<file path="src/rtl/ball_motion_engine_if.sv">
// Pixel/status bus between the frame timing logic and ball_motion_engine.
// The master drives sync, pause and pixel coordinates. The slave returns
// the pixel colour and the sweep status flags.
interface ball_motion_engine_if #(
   parameter int PW = 16
);
   logic          vsync_i;
   logic          pause_i;
   logic [PW-1:0] hpos_i;
   logic [PW-1:0] vpos_i;
   logic [15:0]   rgb_o;
   logic          hit_o;
   logic          bounce_o;
   logic          busy_o;
   logic          overrun_o;

   modport master (
      output vsync_i, pause_i, hpos_i, vpos_i,
      input  rgb_o, hit_o, bounce_o, busy_o, overrun_o
   );

   modport slave (
      input  vsync_i, pause_i, hpos_i, vpos_i,
      output rgb_o, hit_o, bounce_o, busy_o, overrun_o
   );
endinterface

</file>
<file path="src/rtl/ball_motion_engine.sv">
// Multi-ball motion and pixel generator. Each frame tick (entry into the
// active vsync level) starts a sweep that moves one ball per cycle, bouncing
// it off the field walls. In parallel a registered pixel path colours every
// coordinate covered by a ball, with the lowest ball index winning.
module ball_motion_engine #(
   parameter int          NUM_BALLS = 4,
   parameter int          PW        = 16,
   parameter int          VW        = 8,
   parameter int          SIZE      = 4,
   parameter int          X_MIN     = 0,
   parameter int          X_MAX     = 639,
   parameter int          Y_MIN     = 0,
   parameter int          Y_MAX     = 479,
   parameter int          X_INIT    = 128,
   parameter int          Y_INIT    = 128,
   parameter int          SPACING   = 32,
   parameter int          VX_INIT   = -2,
   parameter int          VY_INIT   = 2,
   parameter bit          VSYNC_ACT = 1'b0,
   parameter logic [15:0] BG_COLOR  = 16'h0000
) (
   input  logic                 clk_i,
   input  logic                 reset_ni,
   ball_motion_engine_if.slave  bus
);

   localparam int IW = (NUM_BALLS > 1) ? $clog2(NUM_BALLS) : 1;
   localparam logic [IW-1:0] LAST_IDX = IW'(NUM_BALLS - 1);

   localparam logic [0:0] ST_IDLE  = 1'b0;
   localparam logic [0:0] ST_SWEEP = 1'b1;

   // Field limits for the top-left corner of a sprite, one bit wider than a
   // position so that a step past either wall is still visible as a sign.
   localparam logic signed [PW:0] X_LO = (PW+1)'(X_MIN);
   localparam logic signed [PW:0] X_HI = (PW+1)'(X_MAX - SIZE + 1);
   localparam logic signed [PW:0] Y_LO = (PW+1)'(Y_MIN);
   localparam logic signed [PW:0] Y_HI = (PW+1)'(Y_MAX - SIZE + 1);

   typedef struct packed {
      logic [PW-1:0] pos;
      logic [VW-1:0] vel;
      logic          bnc;
   } axis_t;

   // Negate a velocity; the most negative value has no positive twin, so it
   // saturates to the largest positive value instead of wrapping to itself.
   function automatic logic [VW-1:0] neg_sat(input logic [VW-1:0] v);
      if (v == {1'b1, {(VW-1){1'b0}}}) return {1'b0, {(VW-1){1'b1}}};
      return -v;
   endfunction

   // One axis of the motion step: advance, then clamp and reflect on a wall.
   function automatic axis_t step_axis(input logic [PW-1:0]     pos,
                                       input logic [VW-1:0]     vel,
                                       input logic signed [PW:0] lo,
                                       input logic signed [PW:0] hi);
      logic signed [PW:0] n;
      axis_t              r;
      n     = $signed({1'b0, pos}) + $signed({{(PW+1-VW){vel[VW-1]}}, vel});
      r.pos = n[PW-1:0];
      r.vel = vel;
      r.bnc = 1'b0;
      if (n < lo) begin
         r.pos = lo[PW-1:0];
         r.vel = neg_sat(vel);
         r.bnc = 1'b1;
      end else if (n > hi) begin
         r.pos = hi[PW-1:0];
         r.vel = neg_sat(vel);
         r.bnc = 1'b1;
      end
      return r;
   endfunction

   // Coordinates left of / above the sprite wrap to large unsigned values.
   function automatic logic covers(input logic [PW-1:0] c, input logic [PW-1:0] p);
      logic [PW-1:0] d;
      d = c - p;
      return d < PW'(SIZE);
   endfunction

   function automatic logic [15:0] palette(input int k);
      case (k % 7)
         0:       return 16'hFFFF;
         1:       return 16'hF800;
         2:       return 16'h07E0;
         3:       return 16'h001F;
         4:       return 16'hFFE0;
         5:       return 16'hF81F;
         default: return 16'h07FF;
      endcase
   endfunction

   logic            r_vs_q;
   logic            r_vs_prev;
   logic            w_tick;
   logic [0:0]      r_state;
   logic [IW-1:0]   r_idx;
   logic            r_overrun;
   logic            r_bounce;
   logic [PW-1:0]   r_x  [NUM_BALLS];
   logic [PW-1:0]   r_y  [NUM_BALLS];
   logic [VW-1:0]   r_vx [NUM_BALLS];
   logic [VW-1:0]   r_vy [NUM_BALLS];
   axis_t           w_ax;
   axis_t           w_ay;
   logic [15:0]     w_rgb;
   logic            w_hit;
   logic [15:0]     r_rgb;
   logic            r_hit;

   // Register vsync once and keep the previous sample for edge detection.
   // NOTE: sequential state uses non-blocking assignments so every flop
   // samples the pre-edge value of its neighbours, independent of order.
   always_ff @(posedge clk_i or negedge reset_ni) begin
      if (!reset_ni) begin
         r_vs_q    <= ~VSYNC_ACT;
         r_vs_prev <= ~VSYNC_ACT;
      end else begin
         r_vs_q    <= bus.vsync_i;
         r_vs_prev <= r_vs_q;
      end
   end

   assign w_tick = (r_vs_q == VSYNC_ACT) && (r_vs_prev != VSYNC_ACT);

   // Sweep controller: one ball per cycle; ticks while sweeping are dropped
   // and remembered in the sticky overrun flag.
   always_ff @(posedge clk_i or negedge reset_ni) begin
      if (!reset_ni) begin
         r_state   <= ST_IDLE;
         r_idx     <= '0;
         r_overrun <= 1'b0;
      end else begin
         if (w_tick && r_state == ST_SWEEP) r_overrun <= 1'b1;
         case (r_state)
            ST_IDLE: begin
               if (w_tick && !bus.pause_i) begin
                  r_state <= ST_SWEEP;
                  r_idx   <= '0;
               end
            end
            default: begin
               if (r_idx == LAST_IDX) begin
                  r_state <= ST_IDLE;
                  r_idx   <= '0;
               end else begin
                  r_idx <= r_idx + 1'b1;
               end
            end
         endcase
      end
   end

   // Motion step for the ball currently addressed by the sweep.
   // NOTE: every always_comb output is assigned before any branch, so no
   // path leaves a value held and no latch is inferred.
   always_comb begin
      w_ax = step_axis(r_x[r_idx], r_vx[r_idx], X_LO, X_HI);
      w_ay = step_axis(r_y[r_idx], r_vy[r_idx], Y_LO, Y_HI);
   end

   // Ball state: write back the stepped ball during the sweep.
   // NOTE: the ball arrays are individual flops, not a RAM, so they take the
   // asynchronous reset like any other state and restart from init at once.
   always_ff @(posedge clk_i or negedge reset_ni) begin
      if (!reset_ni) begin
         for (int k = 0; k < NUM_BALLS; k++) begin
            r_x[k]  <= PW'(X_INIT + k * SPACING);
            r_y[k]  <= PW'(Y_INIT + k * SPACING);
            r_vx[k] <= (k % 2 == 0) ? VW'(VX_INIT) : VW'(-VX_INIT);
            r_vy[k] <= VW'(VY_INIT);
         end
         r_bounce <= 1'b0;
      end else begin
         if (r_state == ST_SWEEP) begin
            r_x[r_idx]  <= w_ax.pos;
            r_y[r_idx]  <= w_ay.pos;
            r_vx[r_idx] <= w_ax.vel;
            r_vy[r_idx] <= w_ay.vel;
         end
         r_bounce <= (r_state == ST_SWEEP) && (w_ax.bnc || w_ay.bnc);
      end
   end

   // Pixel cover: scan from the highest index down so the lowest index wins.
   always_comb begin
      w_rgb = BG_COLOR;
      w_hit = 1'b0;
      for (int k = NUM_BALLS - 1; k >= 0; k--) begin
         if (covers(bus.hpos_i, r_x[k]) && covers(bus.vpos_i, r_y[k])) begin
            w_rgb = palette(k);
            w_hit = 1'b1;
         end
      end
   end

   // Output pixel register: one cycle of latency from the coordinates.
   always_ff @(posedge clk_i or negedge reset_ni) begin
      if (!reset_ni) begin
         r_rgb <= BG_COLOR;
         r_hit <= 1'b0;
      end else begin
         r_rgb <= w_rgb;
         r_hit <= w_hit;
      end
   end

   assign bus.rgb_o     = r_rgb;
   assign bus.hit_o     = r_hit;
   assign bus.bounce_o  = r_bounce;
   assign bus.busy_o    = (r_state == ST_SWEEP);
   assign bus.overrun_o = r_overrun;

endmodule

</file>
<file path="src/flat_wrapper.sv">
// flat-port wrapper written by rule: the top's interface ports become plain ports
module ball_motion_engine_flat 
#(
   parameter int          NUM_BALLS = 4,
   parameter int          PW        = 16,
   parameter int          VW        = 8,
   parameter int          SIZE      = 4,
   parameter int          X_MIN     = 0,
   parameter int          X_MAX     = 639,
   parameter int          Y_MIN     = 0,
   parameter int          Y_MAX     = 479,
   parameter int          X_INIT    = 128,
   parameter int          Y_INIT    = 128,
   parameter int          SPACING   = 32,
   parameter int          VX_INIT   = -2,
   parameter int          VY_INIT   = 2,
   parameter bit          VSYNC_ACT = 1'b0,
   parameter logic [15:0] BG_COLOR  = 16'h0000
)
  (clk_i, reset_ni, bus_vsync_i, bus_pause_i, bus_hpos_i, bus_vpos_i, bus_rgb_o, bus_hit_o, bus_bounce_o, bus_busy_o, bus_overrun_o);
  ball_motion_engine_if #(.PW(PW)) bus_i ();
  input  logic clk_i;
  input  logic reset_ni;
  input wire logic [$bits(bus_i.vsync_i)-1:0] bus_vsync_i;
  input wire logic [$bits(bus_i.pause_i)-1:0] bus_pause_i;
  input wire logic [$bits(bus_i.hpos_i)-1:0] bus_hpos_i;
  input wire logic [$bits(bus_i.vpos_i)-1:0] bus_vpos_i;
  output wire logic [$bits(bus_i.rgb_o)-1:0] bus_rgb_o;
  output wire logic [$bits(bus_i.hit_o)-1:0] bus_hit_o;
  output wire logic [$bits(bus_i.bounce_o)-1:0] bus_bounce_o;
  output wire logic [$bits(bus_i.busy_o)-1:0] bus_busy_o;
  output wire logic [$bits(bus_i.overrun_o)-1:0] bus_overrun_o;
  assign bus_i.vsync_i = bus_vsync_i;
  assign bus_i.pause_i = bus_pause_i;
  assign bus_i.hpos_i = bus_hpos_i;
  assign bus_i.vpos_i = bus_vpos_i;
  assign bus_rgb_o = bus_i.rgb_o;
  assign bus_hit_o = bus_i.hit_o;
  assign bus_bounce_o = bus_i.bounce_o;
  assign bus_busy_o = bus_i.busy_o;
  assign bus_overrun_o = bus_i.overrun_o;
  ball_motion_engine #(.NUM_BALLS(NUM_BALLS), .PW(PW), .VW(VW), .SIZE(SIZE), .X_MIN(X_MIN), .X_MAX(X_MAX), .Y_MIN(Y_MIN), .Y_MAX(Y_MAX), .X_INIT(X_INIT), .Y_INIT(Y_INIT), .SPACING(SPACING), .VX_INIT(VX_INIT), .VY_INIT(VY_INIT), .VSYNC_ACT(VSYNC_ACT), .BG_COLOR(BG_COLOR)) u_core (.clk_i(clk_i), .reset_ni(reset_ni), .bus(bus_i));
endmodule
</file>
<file path="config.mk">
export PLATFORM = sky130hd
export DESIGN_NAME = ball_motion_engine_flat
export DESIGN_NICKNAME = d
export VERILOG_FILES = /design/src/rtl/ball_motion_engine_if.sv /design/src/rtl/ball_motion_engine.sv /design/src/flat_wrapper.sv
export SDC_FILE = /design/constraint.sdc
export NUM_CORES = 1
export LEC_CHECK = 0
export CORE_MARGIN = 2
export CORE_UTILIZATION = 65
export CTS_CLUSTER_DIAMETER = 120
export CTS_CLUSTER_SIZE = 10
export DETAILED_ROUTE_END_ITERATION = 8
export PLACE_DENSITY = 0.86
export SYNTH_ARGS = -nofsm -noshare
export SYNTH_HDL_FRONTEND = slang
export SYNTH_SLANG_ARGS = --single-unit
</file>
<file path="constraint.sdc">
create_clock -name clk_i -period 11.8 [get_ports clk_i]
set_input_delay 2.36 -clock clk_i [delete_from_list [all_inputs] [get_ports clk_i]]
set_output_delay 2.36 -clock clk_i [all_outputs]
set_load 0.1 [all_outputs]
</file>
==> impl_metrics.env, run 1 <==
export IMPL_avgSynthCellArea_um2=9.35
export IMPL_dpl_cell_area_um2=16700
export IMPL_critical_path_class="primary input to flip-flop"
export IMPL_p_clk_frac=0.213
export IMPL_setup_tns_ns=0
export IMPL_area_growth_pct=8.94
export IMPL_power_leakage_nw=7.41
export IMPL_grt_usage=0.361
export IMPL_ys_flop_type="dfrtp_1"
export IMPL_ant_nets=0
export IMPL_path_clk_slew_ns=0.06
export IMPL_synthAdderAreaFrac=0.120
export IMPL_powerDensity_nw_per_um2=184
export IMPL_hold_viol=0
export IMPL_fin_crit_ns=5.73
export IMPL_min_delay_start="u_core.r_vs_q"
export IMPL_synth_compound_area_frac=0.223
export IMPL_grt_pass1_vias=13500
export IMPL_rows=57
export IMPL_ctsResizeCount=0
export IMPL_postSynthRegisterBits=203
export IMPL_synthMuxAreaShare=0.117
export IMPL_dp_hpwl_mm=34.9
export IMPL_maxSlewHeadroom=0.310
export IMPL_r2r_start="u_core.r_idx[0]"
export IMPL_p_int_w=0.00183
export IMPL_yosysWarnings=0
export IMPL_peakVddDrop_mv=0.353
export IMPL_maxCapViolCount=0
export IMPL_path_cells="clkdlybuf4s50_1, ha_1, a21o_1, a31o_2, a41o_1, o41ai_1, mux2_2, a21oi_1, nand4_1, a2111oi_2, and3_1, o21ai_0"
export IMPL_path_max_fanout=4
export IMPL_yosys_area_top_type="dfrtp_1"
export IMPL_initial_core_util=0.660
export IMPL_fin_ws_ns=6.07
export IMPL_rsz0062_at_grt="false"
export IMPL_clk_insertion_delay_late_ns=0.54
export IMPL_gp_congestion=0.990
export IMPL_wl_mm=46.5
export IMPL_cp_slowest_cell="a2111oi_2"
export IMPL_dieHeight_um=161
export IMPL_yosysSeqAreaShare=0.320
export IMPL_crit_path_start_kind="primary input"
export IMPL_post_drt_via_cell_ratio=6.70
export IMPL_synth_simple_area_share=0.130
export IMPL_core_area_um2=24200
export IMPL_period_share=0.486
export IMPL_netlist_area_um2=16000
export IMPL_port_buffers=55
export IMPL_cts_made_buffers=24
export IMPL_drcViolationCount=0
export IMPL_final_max_slew_viol_count=0
export IMPL_synth_fp_nets=1900
export IMPL_required_ns=12.18
export IMPL_synth_top_area_frac=0.258
export IMPL_final_cells=2075
export IMPL_synth_xor_area_frac=0.0295
export IMPL_h_tree_depth=1
export IMPL_fmaxAchievable_ghz=0.174
export IMPL_share_seq_of_total_power=0.288
export IMPL_worstMarginPinSlew_ns=1.04
export IMPL_cts_setup_buffers=0
export IMPL_startpoint="bus_hpos_i[2]"
export IMPL_insertedDiodeCount=0
export IMPL_hp_class="flip-flop to flip-flop"
export IMPL_cts_hold_buf=0
export IMPL_grt_max_degree=131
export IMPL_grt_antenna_before_repair=0
export IMPL_design_area_um2=17400
export IMPL_dr_pass1_iters=7
export IMPL_pre_cts_slack_ns=5.61
export IMPL_clockBufferDepth=3
export IMPL_comb_power_share=0.498
export IMPL_synth_distinct_cells=86
export IMPL_final_nets=1921
export IMPL_status="finished, final reports clean"
export IMPL_via_count=13900
export IMPL_synth_edff_count=0
export IMPL_dr_first_iter_drc_count=1374
export IMPL_syn_instance_count=1712
export IMPL_grt_overflow=0
export IMPL_synth_top_family_by_area="compound AO/OA/AOI/OAI gates"
export IMPL_skew_ns=0.0157
export IMPL_die_x_um=161
export IMPL_drive_gt1_frac=0.124
export IMPL_synth_async_reset_ratio=1.00
export IMPL_critPathArrivalTime_ns=6.11
export IMPL_dpl_cell_count=2031
export IMPL_grt_first_pass_wirelength_mm=73.3
export IMPL_wire_per_inst_um=22.4
export IMPL_io_pin_count=56
export IMPL_setup_viol=0
export IMPL_max_stage_delay_ns=0.56
export IMPL_clkSinkCount=203
export IMPL_p_switching_w=0.00138
export IMPL_synthTopCellsByArea="dfrtp_1, ha_1, mux4_2, dfstp_2, a21oi_1"
export IMPL_root_buffer="clkbuf_16"
export IMPL_setup_worst_path_end_class="flip-flop"
export IMPL_fp_dieArea_um2=25900
export IMPL_sw_frac_of_total=0.431
export IMPL_cts_tree="built"
==> cell type report <==
| cell class | count | area, um2 |
|---|---|---|
| multi-input combinational | 1268 | 9910 |
| fill | 1794 | 6820 |
| sequential | 203 | 5130 |
| clock buffer | 42 | 668 |
| inverter | 171 | 642 |
| timing repair buffer | 65 | 629 |
| tap | 324 | 405 |
| clock inverter | 2 | 38.8 |
==> metrics by stage <==
step | util | hold slack, ns | total power [W]
finish | 0.719 | 0.370 | 0.00321
floorplan | - | 0.354 | 0.00207
global placement | 0.690 | 0.363 | 0.00245
CTS | 0.719 | 0.372 | 0.00318
detailed placement | 0.690 | 0.363 | 0.00249
global route | 0.719 | 0.377 | 0.00339
==> layout by cell type, fill, tap and decap left out, drive strengths merged, types with 11 or more instances in the layout <==
cell,count
a2111oi,11
nor3,31
nor3b,11
o22ai,12
inv,172
mux2i,16
o31ai,18
nand3,37
a31oi,25
nor2,70
dfstp,38
and2,15
a21o,40
ha,150
a22o,26
a21oi,150
mux2,58
dfrtp,165
o21a,31
nand2,110
or3,17
nand4,15
clkbuf,43
xnor2,29
clkdlybuf4s50,54
o21ai,98
mux4,47
a211oi,28
nand2b,27
xor2,24
nor2b,23
nor4,13
==> layer usage <==
metal  share of wire  wire length (um)  track usage
met5               0                 0            0
met4           0.051              2360        0.162
met3           0.068              3150       0.0506
met2            0.46             21400        0.589
met1            0.42             19600        0.483
==> final timing paths <==
check                                  endpoint  cells past startpoint  slack, ns
setup / recovery           u_core.bus.rgb_o[10]                     12       6.07
hold / removal                 u_core.r_vs_prev                      0       0.37
setup reg to reg                 u_core.r_vx[7]                     15       6.08
hold reg to reg                u_core.r_vs_prev                      0       0.37
max in group asynchronous       u_core.r_vx[20]                      2       8.26
min in group asynchronous        u_core.r_x[62]                      1       2.01
==> worst max-delay path, delay by kind of cell <==
family                     cells  cell delay, ns
buffers and inverters          1            0.49
AOI/OAI and AO/OA              7            2.07
and+or+nand+nor                2            0.40
adders and majority gates      1            0.37
muxes                          1            0.41
==> synthesized netlist by cell type (8+ instances only) <==
master     instances
clkbuf_1          46
a31oi_1           25
o2111ai_1          8
nand2b_1          27
dfrtp_1          165
a22o_1            26
nor2_1            69
mux4_2            47
nand3_1           37
nor4_1            11
nor3_1            31
o31ai_1           18
buf_4             15
nor3b_1           11
o21ai_0           97
a21o_1            40
ha_1             150
dfstp_2           38
mux2i_1           16
xor2_1            23
a31o_2            10
xnor2_1           29
mux2_2            58
a2111oi_0         10
nand4_1           15
nand2_1          110
inv_1            171
a21oi_1          150
and2_1            15
o22ai_1           12
o21a_1            31
or3_1             17
a211oi_1          28
nor2b_1           23
==> state kept, by name, summed over array words and instances, names as in the netlist <==
register and count:
u_core.r_vs_prev 1, u_core.bus.overrun_o 1, u_core.r_vy 32, u_core.r_y 64
u_core.r_x 64, u_core.bus.busy_o 1, u_core.bus.hit_o 1, u_core.r_vs_q 1
u_core.r_idx 2, u_core.bus.bounce_o 1, u_core.bus.rgb_o 3, u_core.r_vx 32
==> cells by family after synthesis <==
kind of cell / after synthesis
compound gates: 537
simple gates: 405
buf+inv: 241
flops: 203
fa+ha+maj: 152
mux: 121
xor+xnor: 53
==> power groups by stage <==
stage	clock [W]	combinational, W	sequential (W)
2_1_floorplan	0	0.00117	0.000893
3_3_place_gp	0	0.00152	0.000924
3_5_place_dp	0	0.00156	0.000932
4_1_cts	0.000689	0.00157	0.000921
5_1_grt	0.000721	0.00173	0.000937
6_report	0.000685	0.00160	0.000925
No activity file was read; power rests on OpenSTA's default activity.
==> run 2: changes to the inputs <==
- CORE_UTILIZATION: 65 -> 57
- PLACE_DENSITY: 0.86 -> 0.8
- clock period: 11.8 -> 4.87 ns (I/O delays scaled with it)
==> impl_metrics.env, run 2 (synthesis results as in run 1) <==
export IMPL_cts_tree="built"
export IMPL_nFillCells=2262
export IMPL_cp_slowest_cell="dfrtp_4"
export IMPL_area_growth_pct=11.0
export IMPL_power_w=0.00787
export IMPL_peakVddDrop_mv=0.553
export IMPL_ant_nets=0
export IMPL_path_clk_slew_ns=0.06
export IMPL_dp_hpwl_mm=36.5
export IMPL_core_area_um2=27700
export IMPL_path_max_fanout=16
export IMPL_clkSinkCount=203
export IMPL_gp_congestion=1.03
export IMPL_post_drt_via_cell_ratio=6.45
export IMPL_final_common_cell="inv_1"
export IMPL_grt_pass1_vias=13400
export IMPL_design_area_um2=17800
export IMPL_skew_ns=0.0184
export IMPL_h_tree_depth=1
export IMPL_setup_viol=0
export IMPL_grt_overflow=0
export IMPL_cts_hold_buf=0
export IMPL_dieHeight_um=172
export IMPL_grt_first_pass_wirelength_mm=74.7
export IMPL_rows=61
export IMPL_critical_path_class="flip-flop to flip-flop"
export IMPL_worstMarginPinSlew_ns=0.991
export IMPL_period_share=0.937
export IMPL_grt_usage=0.327
export IMPL_fin_crit_ns=4.56
export IMPL_fp_dieArea_um2=29400
export IMPL_port_buffers=55
export IMPL_root_buffer="clkbuf_16"
export IMPL_path_cells="buf_4, mux2i_1, mux2_2, inv_1, ha_1, and3_1, a221oi_1, o21a_1, o21ai_0, a31oi_1, xor2_1, nand4b_1, buf_4, a21oi_1, a31oi_1, mux2_2"
export IMPL_wire_per_inst_um=21.8
export IMPL_setup_worst_path_end_class="flip-flop"
export IMPL_cp_num_buf_inv=3
export IMPL_final_cell_mix="inv_1, dfrtp_1, a21oi_1, ha_1, nand2_1"
export IMPL_io_pin_count=56
export IMPL_status="finished, final reports clean"
export IMPL_reg_top3="u_core.r_x (64), u_core.r_y (64)"
export IMPL_wl_mm=47.2
export IMPL_hp_class="flip-flop to flip-flop"
export IMPL_dr_first_iter_drc_count=1288
export IMPL_die_x_um=172
export IMPL_clockBufferDepth=3
export IMPL_drcViolationCount=0
export IMPL_setup_tns_ns=0
export IMPL_crit_path_start_kind="flip-flop"
export IMPL_final_max_slew_viol_count=0
export IMPL_required_ns=5.27
export IMPL_cts_setup_buffers=0
export IMPL_max_stage_delay_ns=0.61
export IMPL_clk_insertion_delay_late_ns=0.53
export IMPL_drive_gt1_frac=0.140
export IMPL_grt_max_degree=90
export IMPL_final_core_util=0.641
export IMPL_cts_made_buffers=24
export IMPL_dr_pass1_iters=5
export IMPL_critPathArrivalTime_ns=4.96
export IMPL_final_nets=1951
export IMPL_maxCapViolCount=0
export IMPL_via_count=13900
export IMPL_powerDensity_nw_per_um2=443
export IMPL_power_leakage_nw=7.57
export IMPL_hold_viol=0
export IMPL_initial_core_util=0.577
export IMPL_maxSlewHeadroom=0.337
export IMPL_dpl_cell_area_um2=17100
export IMPL_rsz0062_at_grt="false"
export IMPL_grt_antenna_before_repair=0
export IMPL_cpLargestDelayFamily="compound AO/OA/AOI/OAI gates"
export IMPL_fmaxAchievable_ghz=0.219
==> run 2: path summary, 6_finish.rpt <==
| check | depth (start not counted) | startpoint | slack (ns) | to |
|---|---|---|---|---|
| hold reg to reg | 0 | u_core.r_vs_q | 0.37 | u_core.r_vs_prev |
| min in group asynchronous | 1 | reset_ni | 0.48 | u_core.r_y[62] |
| setup / recovery | 16 | u_core.r_idx[0] | 0.31 | u_core.r_vx[20] |
| hold / removal | 0 | u_core.r_vs_q | 0.37 | u_core.r_vs_prev |
| max in group asynchronous | 2 | reset_ni | 3.37 | u_core.r_x[22] |
| setup reg to reg | 16 | u_core.r_idx[0] | 0.31 | u_core.r_vx[20] |
==> run 2: layout make-up <==
type	instances	area (um2)	share of cell area
Antenna cell	1	2.50	0.000141
Clock buffer	42	678	0.0382
Clock inverter	2	23.8	0.00134
Inverter	171	642	0.0361
Multi-Input combinational cell	1268	9920	0.558
Sequential cell	203	5130	0.289
Tap cell	378	473	0.0266
Timing Repair Buffer	95	892	0.0502
==> run 2: report_power, final <==
part           internal, W  switching, W  total [W]  leakage, nW
Combinational      0.00159       0.00241    0.00400         4.60
Clock             0.000941      0.000717    0.00166        0.330
Sequential         0.00199      0.000236    0.00222         2.64
==> run 2: per-stage QoR <==
| stage | cells | hold WS (ns) | setup slack, ns |
|---|---|---|---|
| 2_1_floorplan | 1712 | 0.354 | 0.0748 |
| 3_3_place_gp | 2115 | 0.357 | 0.163 |
| 3_5_place_dp | 2115 | 0.357 | 0.0796 |
| 4_1_cts | 2159 | 0.366 | 0.320 |
| 5_1_grt | 2159 | 0.372 | 0.00367 |
| 6_report | 2160 | 0.365 | 0.309 |
==> run 2: metal layers <==
metal  global-route usage  share of wire
met5                    0              0
met4                0.150          0.052
met3               0.0552          0.080
met2                0.516           0.45
met1                0.443           0.42
==> run 2: timing repair <==
item	in CTS	in global routing
setup endpoints to repair	0	28
gates resized for setup	0	2
hold endpoints to repair	0	0
==> run 3: changes to the inputs <==
- PLACE_DENSITY: 0.8 -> 0.78
==> impl_metrics.env, run 3 (synthesis results as in run 1) <==
export IMPL_status="finished, final reports clean"
export IMPL_rsz0062_at_grt="false"
export IMPL_r2r_start="u_core.r_idx[1]"
export IMPL_powerDensity_nw_per_um2=447
export IMPL_h_tree_depth=1
export IMPL_dr_pass1_iters=5
export IMPL_fin_crit_ns=4.60
export IMPL_port_buffers=55
export IMPL_grt_busiest_layer="met2"
export IMPL_hp_class="flip-flop to flip-flop"
export IMPL_drcViolationCount=0
export IMPL_startpoint="u_core.r_idx[1]"
export IMPL_met1_usage=0.452
export IMPL_grt_usage=0.334
export IMPL_share_seq_of_total_power=0.278
export IMPL_setup_tns_ns=0
export IMPL_drive_gt1_frac=0.143
export IMPL_fmaxAchievable_ghz=0.217
export IMPL_root_buffer="clkbuf_16"
export IMPL_wire_per_inst_um=22.4
export IMPL_rows=61
export IMPL_grt_antenna_before_repair=2
export IMPL_p_int_w=0.00454
export IMPL_fp_dieArea_um2=29400
export IMPL_dp_hpwl_mm=37.4
export IMPL_grt_first_pass_wirelength_mm=76.0
export IMPL_p_clk_frac=0.209
export IMPL_cts_made_buffers=24
export IMPL_dr_first_iter_drc_count=1342
export IMPL_maxSlewHeadroom=0.347
export IMPL_final_cell_mix="inv_1, dfrtp_1, a21oi_1, ha_1, nand2_1"
export IMPL_crit_path_start_kind="flip-flop"
export IMPL_via_count=14000
export IMPL_insertedDiodeCount=0
export IMPL_r2r_slack_ns=0.27
export IMPL_clk_insertion_delay_late_ns=0.55
export IMPL_clkSinkCount=203
export IMPL_ant_nets=0
export IMPL_grt_pass1_vias=13500
export IMPL_met2_usage=0.530
export IMPL_setup_worst_path_end_class="flip-flop"
export IMPL_final_nets=1957
export IMPL_sw_frac_of_total=0.430
export IMPL_skew_ns=0.0237
export IMPL_area_growth_pct=11.3
export IMPL_worstMarginPinSlew_ns=0.976
export IMPL_grt_max_degree=95
export IMPL_worstRegToRegCells=15
export IMPL_io_pin_count=56
export IMPL_reg_top3="u_core.r_x (64), u_core.r_y (64)"
export IMPL_grt_use_met3=0.0479
export IMPL_final_max_slew_viol_count=0
export IMPL_power_w=0.00796
export IMPL_final_common_cell="inv_1"
export IMPL_dieHeight_um=172
export IMPL_required_ns=5.29
export IMPL_nFillCells=2307
export IMPL_cts_tree="built"
export IMPL_path_clk_slew_ns=0.06
export IMPL_comb_power_share=0.513
export IMPL_initial_core_util=0.577
export IMPL_core_area_um2=27700
export IMPL_gp_congestion=1.05
export IMPL_crit_end="u_core.r_vx[20]"
export IMPL_post_drt_via_cell_ratio=6.49
export IMPL_power_leakage_nw=7.60
export IMPL_critical_path_class="flip-flop to flip-flop"
export IMPL_peakVddDrop_mv=0.589
export IMPL_critPathArrivalTime_ns=5.02
export IMPL_r2r_end="u_core.r_vx[20]"
export IMPL_clockBufferDepth=3
export IMPL_final_core_util=0.643
export IMPL_setup_viol=0
export IMPL_die_x_um=172
export IMPL_path_max_fanout=20
export IMPL_period_share=0.944
export IMPL_cts_setup_buffers=0
export IMPL_p_switching_w=0.00343
export IMPL_grt_overflow=0
export IMPL_hold_viol=0
export IMPL_wl_mm=48.6
export IMPL_maxCapViolCount=0
## run 3: final cells by class
| cell class | count | area (um2) | share of cell area |
|---|---|---|---|
| inverter | 171 | 642 | 0.0360 |
| tap | 378 | 473 | 0.0266 |
| sequential | 203 | 5130 | 0.288 |
| timing repair buffer | 101 | 928 | 0.0521 |
| clock buffer | 42 | 668 | 0.0375 |
| clock inverter | 2 | 38.8 | 0.00218 |
| multi-input combinational | 1268 | 9930 | 0.557 |
## run 3: layer usage
layer | routed length [um] | up-vias
li1 | - | 6469
met1 | 20500 | 6861
met2 | 22000 | 578
met3 | 3340 | 134
met4 | 2740 | 2
met5 | 13 | -
## run 3: power by group through the flow
stage / logic, W / clock network, W / registers, W
2_1_floorplan: 0.00284 / 0 / 0.00216
3_3_place_gp: 0.00390 / 0 / 0.00222
3_5_place_dp: 0.00398 / 0 / 0.00224
4_1_cts: 0.00400 / 0.00168 / 0.00221
5_1_grt: 0.00441 / 0.00175 / 0.00225
6_report: 0.00409 / 0.00166 / 0.00221
## run 3: critical path, stage by stage, from the launching register on
cell and delay (ns):
dfrtp_2 0.68, mux4_2 0.39, ha_1 0.22, inv_1 0.06, fa_1 0.40, nand2b_1 0.18
a211oi_1 0.47, o41ai_2 0.22, a31o_2 0.29, a311oi_2 0.31, a21boi_0 0.24, nand4b_1 0.15
buf_4 0.25, a21oi_1 0.21, a31oi_2 0.09, mux2_2 0.29
## run 3: worst min-delay path by stage
stage | startpoint | end | slack (ns) | cells after the start
floorplan | u_core.r_vs_q | u_core.r_vs_prev | 0.35 | 0
global placement | u_core.r_vs_q | u_core.r_vs_prev | 0.36 | 0
detailed placement | u_core.r_vs_q | u_core.r_vs_prev | 0.36 | 0
CTS | u_core.r_vs_q | u_core.r_vs_prev | 0.36 | 0
global route | u_core.r_vs_q | u_core.r_vs_prev | 0.37 | 0
finish | u_core.r_vs_q | u_core.r_vs_prev | 0.37 | 0
## run 3: timing repair
action | in CTS | in global routing
hold buffers | 0 | 0
endpoints found under the hold margin | 0 | 0
resized for setup | 0 | 4
setup endpoints to repair | 0 | 18
## run 3: metrics by stage
step | hold slack [ns] | cell area, um2 | setup slack (ns) | instances
2_1_floorplan | 0.354 | 16000 | 0.0748 | 1712
3_5_place_dp | 0.358 | 17100 | 0.161 | 2121
3_3_place_gp | 0.358 | 17100 | 0.224 | 2121
6_report | 0.367 | 17800 | 0.272 | 2165
4_1_cts | 0.363 | 17800 | 0.330 | 2165
5_1_grt | 0.375 | 17800 | 0.0391 | 2165
